[src/rtl/synth_seq_pkg.sv]
// Shared types and constants for the note step sequencer.
// The packed step record uses the default pitch-word width of the synth voice.
package synth_seq_pkg;

  localparam int unsigned SEQ_PAW    = 30;
  localparam int unsigned MIN_PERIOD = 2;

  typedef enum logic [1:0] {
    IDLE  = 2'd0,
    RUN   = 2'd1,
    DRAIN = 2'd2
  } seq_state_t;

  typedef struct packed {
    logic               rest;
    logic [SEQ_PAW-1:0] fccw;
  } seq_step_t;

  // Step length actually used: very short periods are raised to the minimum.
  function automatic logic [31:0] clamp_period(input logic [31:0] period);
    return (period < 32'(MIN_PERIOD)) ? 32'(MIN_PERIOD) : period;
  endfunction

endpackage

[src/rtl/seq_step_table.sv]
// Step table register file: synchronous write, asynchronous read with write-through
// bypass so a same-cycle write to the address being read is seen immediately.
module seq_step_table #(
  parameter  int PAW   = 30,
  parameter  int STEPS = 16,
  localparam int AW    = $clog2(STEPS)
) (
  input  logic           clk,
  input  logic           reset,
  input  logic           wr_en,
  input  logic [AW-1:0]  wr_addr,
  input  logic           wr_rest,
  input  logic [PAW-1:0] wr_fccw,
  input  logic [AW-1:0]  rd_addr,
  output logic           rd_rest,
  output logic [PAW-1:0] rd_fccw
);

  logic           rest_q [STEPS];
  logic [PAW-1:0] fccw_q [STEPS];
  logic           hit;

  // Empty pattern after reset: every step is a silent rest.
  always_ff @(posedge clk or negedge reset) begin
    if (!reset) begin
      for (int i = 0; i < STEPS; i++) begin
        rest_q[i] <= 1'b1;
        fccw_q[i] <= '0;
      end
    end else if (wr_en) begin
      rest_q[wr_addr] <= wr_rest;
      fccw_q[wr_addr] <= wr_fccw;
    end
  end

  assign hit     = wr_en && (wr_addr == rd_addr);
  assign rd_rest = hit ? wr_rest : rest_q[rd_addr];
  assign rd_fccw = hit ? wr_fccw : fccw_q[rd_addr];

endmodule

[src/rtl/step_sequencer.sv]
// Note step sequencer: walks the step table at a programmable tempo and drives the
// voice pitch word, ADSR gate level and one-shot trigger.
module step_sequencer
  import synth_seq_pkg::*;
#(
  parameter  int PHASE_ACC_WIDTH = 30,
  parameter  int STEPS           = 16,
  localparam int AW              = $clog2(STEPS)
) (
  input  logic                       clk,
  input  logic                       reset,
  input  logic                       run,
  input  logic [31:0]                step_period,
  input  logic [31:0]                gate_len,
  input  logic [AW-1:0]              last_step,
  input  logic                       wr_en,
  input  logic [AW-1:0]              wr_addr,
  input  logic                       wr_rest,
  input  logic [PHASE_ACC_WIDTH-1:0] wr_fccw,
  input  logic                       env_idle,
  output logic [PHASE_ACC_WIDTH-1:0] note_fccw,
  output logic                       gate,
  output logic                       trig,
  output logic [AW-1:0]              cur_step,
  output logic                       busy
);

  seq_state_t                 state;
  logic [31:0]                cnt;
  logic [31:0]                cnt_inc;
  logic [31:0]                per_q;
  logic [31:0]                glen_q;
  logic                       rest_q;
  logic [AW-1:0]              nxt_step;
  logic [AW-1:0]              rd_addr;
  logic                       rd_rest;
  logic [PHASE_ACC_WIDTH-1:0] rd_fccw;
  logic                       step_end;
  logic                       sounding;

  seq_step_table #(
    .PAW   (PHASE_ACC_WIDTH),
    .STEPS (STEPS)
  ) u_table (
    .clk     (clk),
    .reset   (reset),
    .wr_en   (wr_en),
    .wr_addr (wr_addr),
    .wr_rest (wr_rest),
    .wr_fccw (wr_fccw),
    .rd_addr (rd_addr),
    .rd_rest (rd_rest),
    .rd_fccw (rd_fccw)
  );

  // A step index beyond last_step (lowered mid-run) also wraps back to 0.
  assign nxt_step = (cur_step >= last_step) ? '0 : cur_step + AW'(1);
  assign rd_addr  = (state == RUN) ? nxt_step : '0;
  assign step_end = (cnt == per_q - 32'd1);
  assign cnt_inc  = cnt + 32'd1;
  assign sounding = !rd_rest && (gate_len != 32'd0);

  always_ff @(posedge clk or negedge reset) begin
    if (!reset) begin
      state     <= IDLE;
      cnt       <= '0;
      per_q     <= 32'(MIN_PERIOD);
      glen_q    <= '0;
      rest_q    <= 1'b1;
      cur_step  <= '0;
      note_fccw <= '0;
      gate      <= 1'b0;
      trig      <= 1'b0;
      busy      <= 1'b0;
    end else begin
      case (state)
        IDLE: begin
          gate <= 1'b0;
          trig <= 1'b0;
          busy <= 1'b0;
          if (run) begin
            state     <= RUN;
            busy      <= 1'b1;
            cnt       <= '0;
            cur_step  <= '0;
            note_fccw <= rd_fccw;
            rest_q    <= rd_rest;
            per_q     <= clamp_period(step_period);
            glen_q    <= gate_len;
            gate      <= sounding;
            trig      <= sounding;
          end
        end
        RUN: begin
          if (!run) begin
            // note_fccw is held so the release tail keeps its pitch.
            state <= DRAIN;
            gate  <= 1'b0;
            trig  <= 1'b0;
          end else if (step_end) begin
            // Period and gate length are sampled only here, at the step start.
            cnt       <= '0;
            cur_step  <= nxt_step;
            note_fccw <= rd_fccw;
            rest_q    <= rd_rest;
            per_q     <= clamp_period(step_period);
            glen_q    <= gate_len;
            gate      <= sounding;
            trig      <= sounding;
          end else begin
            cnt  <= cnt_inc;
            gate <= !rest_q && (cnt_inc < glen_q);
            trig <= 1'b0;
          end
        end
        DRAIN: begin
          gate <= 1'b0;
          trig <= 1'b0;
          if (env_idle) begin
            state <= IDLE;
            busy  <= 1'b0;
          end
        end
        default: begin
          state <= IDLE;
          gate  <= 1'b0;
          trig  <= 1'b0;
          busy  <= 1'b0;
        end
      endcase
    end
  end

endmodule

[config.mk]
export PLATFORM = sky130hd
export DESIGN_NAME = step_sequencer
export DESIGN_NICKNAME = d
export VERILOG_FILES = /design/src/rtl/synth_seq_pkg.sv /design/src/rtl/seq_step_table.sv /design/src/rtl/step_sequencer.sv
export SDC_FILE = /design/constraint.sdc
export NUM_CORES = 1
export LEC_CHECK = 0
export BUFFER_PORTS_ARGS = -buffer_cell sky130_fd_sc_hd__buf_2
export CAP_MARGIN = 20
export CORE_ASPECT_RATIO = 0.6
export CORE_UTILIZATION = 50
export CTS_BUF_LIST = sky130_fd_sc_hd__clkbuf_8
export CTS_CLUSTER_DIAMETER = 200
export DETAILED_ROUTE_END_ITERATION = 7
export PLACE_DENSITY = 0.71
export SYNTH_ARGS = -nofsm -noshare
export SYNTH_HDL_FRONTEND = slang
export SYNTH_SLANG_ARGS = --single-unit
[constraint.sdc]
create_clock -name clk -period 3.3 [get_ports clk]
set_clock_uncertainty 0.1 [all_clocks]
set_input_delay 0.165 -clock clk [delete_from_list [all_inputs] [get_ports clk]]
set_output_delay 0.165 -clock clk [all_outputs]
set_load 0.01 [all_outputs]
==> results.json <==
{
  "outcome": "complete, but fails checks",
  "violations": "setup timing",
  "drv_cap": 0,
  "cts.path.max_buffers": 3,
  "max_freq_ghz": 0.294,
  "slew_headroom_pct": 21.0,
  "viasPerCell": 6.11,
  "die_w_um": 326,
  "clockPowerShare_pct": 28.0,
  "ir_worst_vdd_uv": 379,
  "place.gp.congestion": 0.950,
  "clockRootBuffer": "clkbuf_8",
  "initial_core_util_pct": 51.1,
  "wl_per_cell_um": 24.3,
  "design_area_mm2": 0.0383,
  "grt_pass1_vias": 24600,
  "cp.arrival_ns": 3.87,
  "ff_latch_area_mm2": 0.0158,
  "yosysMostFrequentCell": "dfrtp_1",
  "drive_gt1_share_pct": 40.4,
  "dp_hpwl_mm": 59.1,
  "yosysWarnings": 0,
  "r2r_end": "glen_q[4]",
  "clock_latency_ns": 0.73,
  "ys_seq_area_share_pct": 50.3,
  "leakagePower_nw": 17.2,
  "hold_violations": 0,
  "synth_top_area_share_pct": 48.8,
  "setup_viol": 97,
  "syn_area_mm2": 0.0315,
  "synth.top_cells.by_area": "dfrtp_1, mux2_2, mux2_4",
  "final-max-slew-violation-count": 0,
  "worst_slack_ns": -0.105,
  "synth_nets": 2807,
  "start_kind": "flop",
  "place_ws_ns": -0.244,
  "numCtsBuffers": 95,
  "cts_sinks": 632,
  "overflow": 0,
  "grtUsageTotal_pct": 29.9,
  "period_share_pct": 103,
  "drc": 0,
  "synthArstFlopShare_pct": 100,
  "comb_power_share_pct": 28.0,
  "die_h_um": 196,
  "htreeDepth": 3,
  "crit_fanout": 18,
  "tritoncts": "built",
  "ys_ff_latch": 632,
  "critPathCaptureType": "flop",
  "grt_pass1_wl_mm": 147,
  "critPathRequiredTime_ns": 3.77,
  "dpl-instance-area_mm2": 0.0345,
  "seq_power_share_pct": 43.9,
  "io-pin-count": 145,
  "synth_edf_count": 0,
  "p_per_area_mw_per_mm2": 637,
  "rsz0062_at_grt": "yes",
  "nets": 3186,
  "tightest_slew_ns": 1.19,
  "fin_hold_ws_ns": 0.104,
  "synth_ff_type": "dfrtp_1",
  "num_rows": 70,
  "dieArea_mm2": 0.0640,
  "r2r_start": "per_q[11]",
  "hold_path.class": "input port to asynchronous set/reset pin",
  "first_pass_iters": 5,
  "syn_area_per_cell_um2": 11.8,
  "route.antenna.remaining_nets": 0,
  "port_buffers": 144,
  "antenna_found_initial": 3,
  "fill_cells": 4612,
  "core_mm2": 0.0616,
  "p_int_w": 0.0168,
  "wl_mm": 96.2,
  "min_period_ns": 3.41,
  "rrSetupSlack_ns": -0.11,
  "syn_to_final_growth_pct": 21.7,
  "post_synth_num_cell_types": 72,
  "synth_cells": 2661,
  "criticalPathCategory": "flop to flop",
  "drt_iter0_drc": 2533,
  "yosys.area.top_type": "dfrtp_1",
  "synth_commonest_cells": "dfrtp_1, mux2_2, nand2_1",
  "reg2reg_depth": 12,
  "sw_frac_of_total_pct": 31.3,
  "cts.clk_slew.worst_paths_ns": 0.07,
  "multiInputGateArea_mm2": 0.0151,
  "num_vias": 24100,
  "grt_max_degree": 98,
  "p_switching_w": 0.00764
}
## layout by cell type, fill, tap and decap left out, drive strengths merged, types with 32 or more instances in the layout
cell type | netlist | final
ha | 38 | 38
mux4 | 32 | 32
mux2i | 37 | 37
xnor2 | 46 | 46
nand2 | 274 | 275
mux2 | 593 | 593
o21ai | 99 | 99
clkbuf | 165 | 118
nor3 | 34 | 34
inv | 45 | 86
dlygate4sd3 | 0 | 99
a21oi | 34 | 34
buf | 40 | 383
dfrtp | 614 | 614
nand4 | 32 | 32
nor2 | 127 | 127
nand3 | 89 | 89
## how the worst max path moves through the flow
stage | start | endpoint | slack, ns | cells past startpoint
finish | per_q[11] | glen_q[4] | -0.11 | 12
global route | cnt[15] | gate | -0.23 | 16
CTS | cnt[3] | gate | -0.03 | 16
detailed placement | cur_step[0] | gate | -0.24 | 13
global placement | cur_step[0] | gate | -0.22 | 13
floorplan | cnt[2] | gate | -0.009 | 16
## cells by family after synthesis
group	share of synthesized area, %
fa+ha+maj	1.51
simple gates	10.1
mux	25.7
buf+inv	3.25
xor+xnor	1.92
flops	50.3
compound gates	7.16
## sequential cells by signal (all words and copies together), names as in the netlist
signal and count:
busy 1, gate 1, state 2, rest_q 1, u_table.rest_q 16, u_table.fccw_q 480, cur_step 4, trig 1
note_fccw 30, cnt 32, glen_q 32, per_q 32
## what timing repair did
item,4_1_cts,5_1_grt
pin swaps,16,21
setup endpoints to repair,117,121
hold buffers,100,0
buffers inserted,9,18
hold endpoints to repair,1171,0
gates resized for setup,38,43
cloned,3,4
## layout make-up
type	count	area share (%)
clock inverters	57	1.08
well taps	828	2.71
diodes	6	0.0392
inverters	45	0.441
flip-flops and latches	632	41.4
multi-input cells	1780	39.4
clock buffers	115	4.13
repair buffers	486	10.8
## through the flow
step,setup TNS [ns],std cells,power [W],util [%]
after floorplan,-0.00916,2661,0.0148,-
after global placement,-3.54,3638,0.0168,56.1
after detailed placement,-6.50,3638,0.0171,56.1
after CTS,-0.115,3922,0.0242,61.4
after global routing,-15.01,3945,0.0255,62.2
final,-6.66,3949,0.0244,62.2
## routing by layer
layer / part of all wire, % / vias up / GRT usage, %
met5: 0 / - / 0
met4: 2.8 / 0 / 9.15
met3: 8.9 / 218 / 6.99
met2: 44 / 1131 / 44.1
met1: 44 / 12400 / 43.7
li1: - / 10300 / -
## power groups by stage
stage,Combinational [W],Clock [W],Sequential [W]
floorplan,0.00422,0,0.0105
global placement,0.00615,0,0.0106
global route,0.00736,0.00726,0.0109
CTS,0.00664,0.00691,0.0107
detailed placement,0.00636,0,0.0108
finish,0.00684,0.00684,0.0107
## worst max-delay path, stage by stage, from the launching register on
cell and delay [ns]:
dfrtp_1 0.39, buf_4 0.19, nor4_2 0.35, nand2_1 0.24, or3_1 0.40, o211ai_1 0.17
a2bb2oi_2 0.20, o2111ai_2 0.17, o21ai_4 0.24, buf_12 0.14, nand2_8 0.11, buf_16 0.22
mux2_4 0.32
Power figures use the tool's default switching activity.
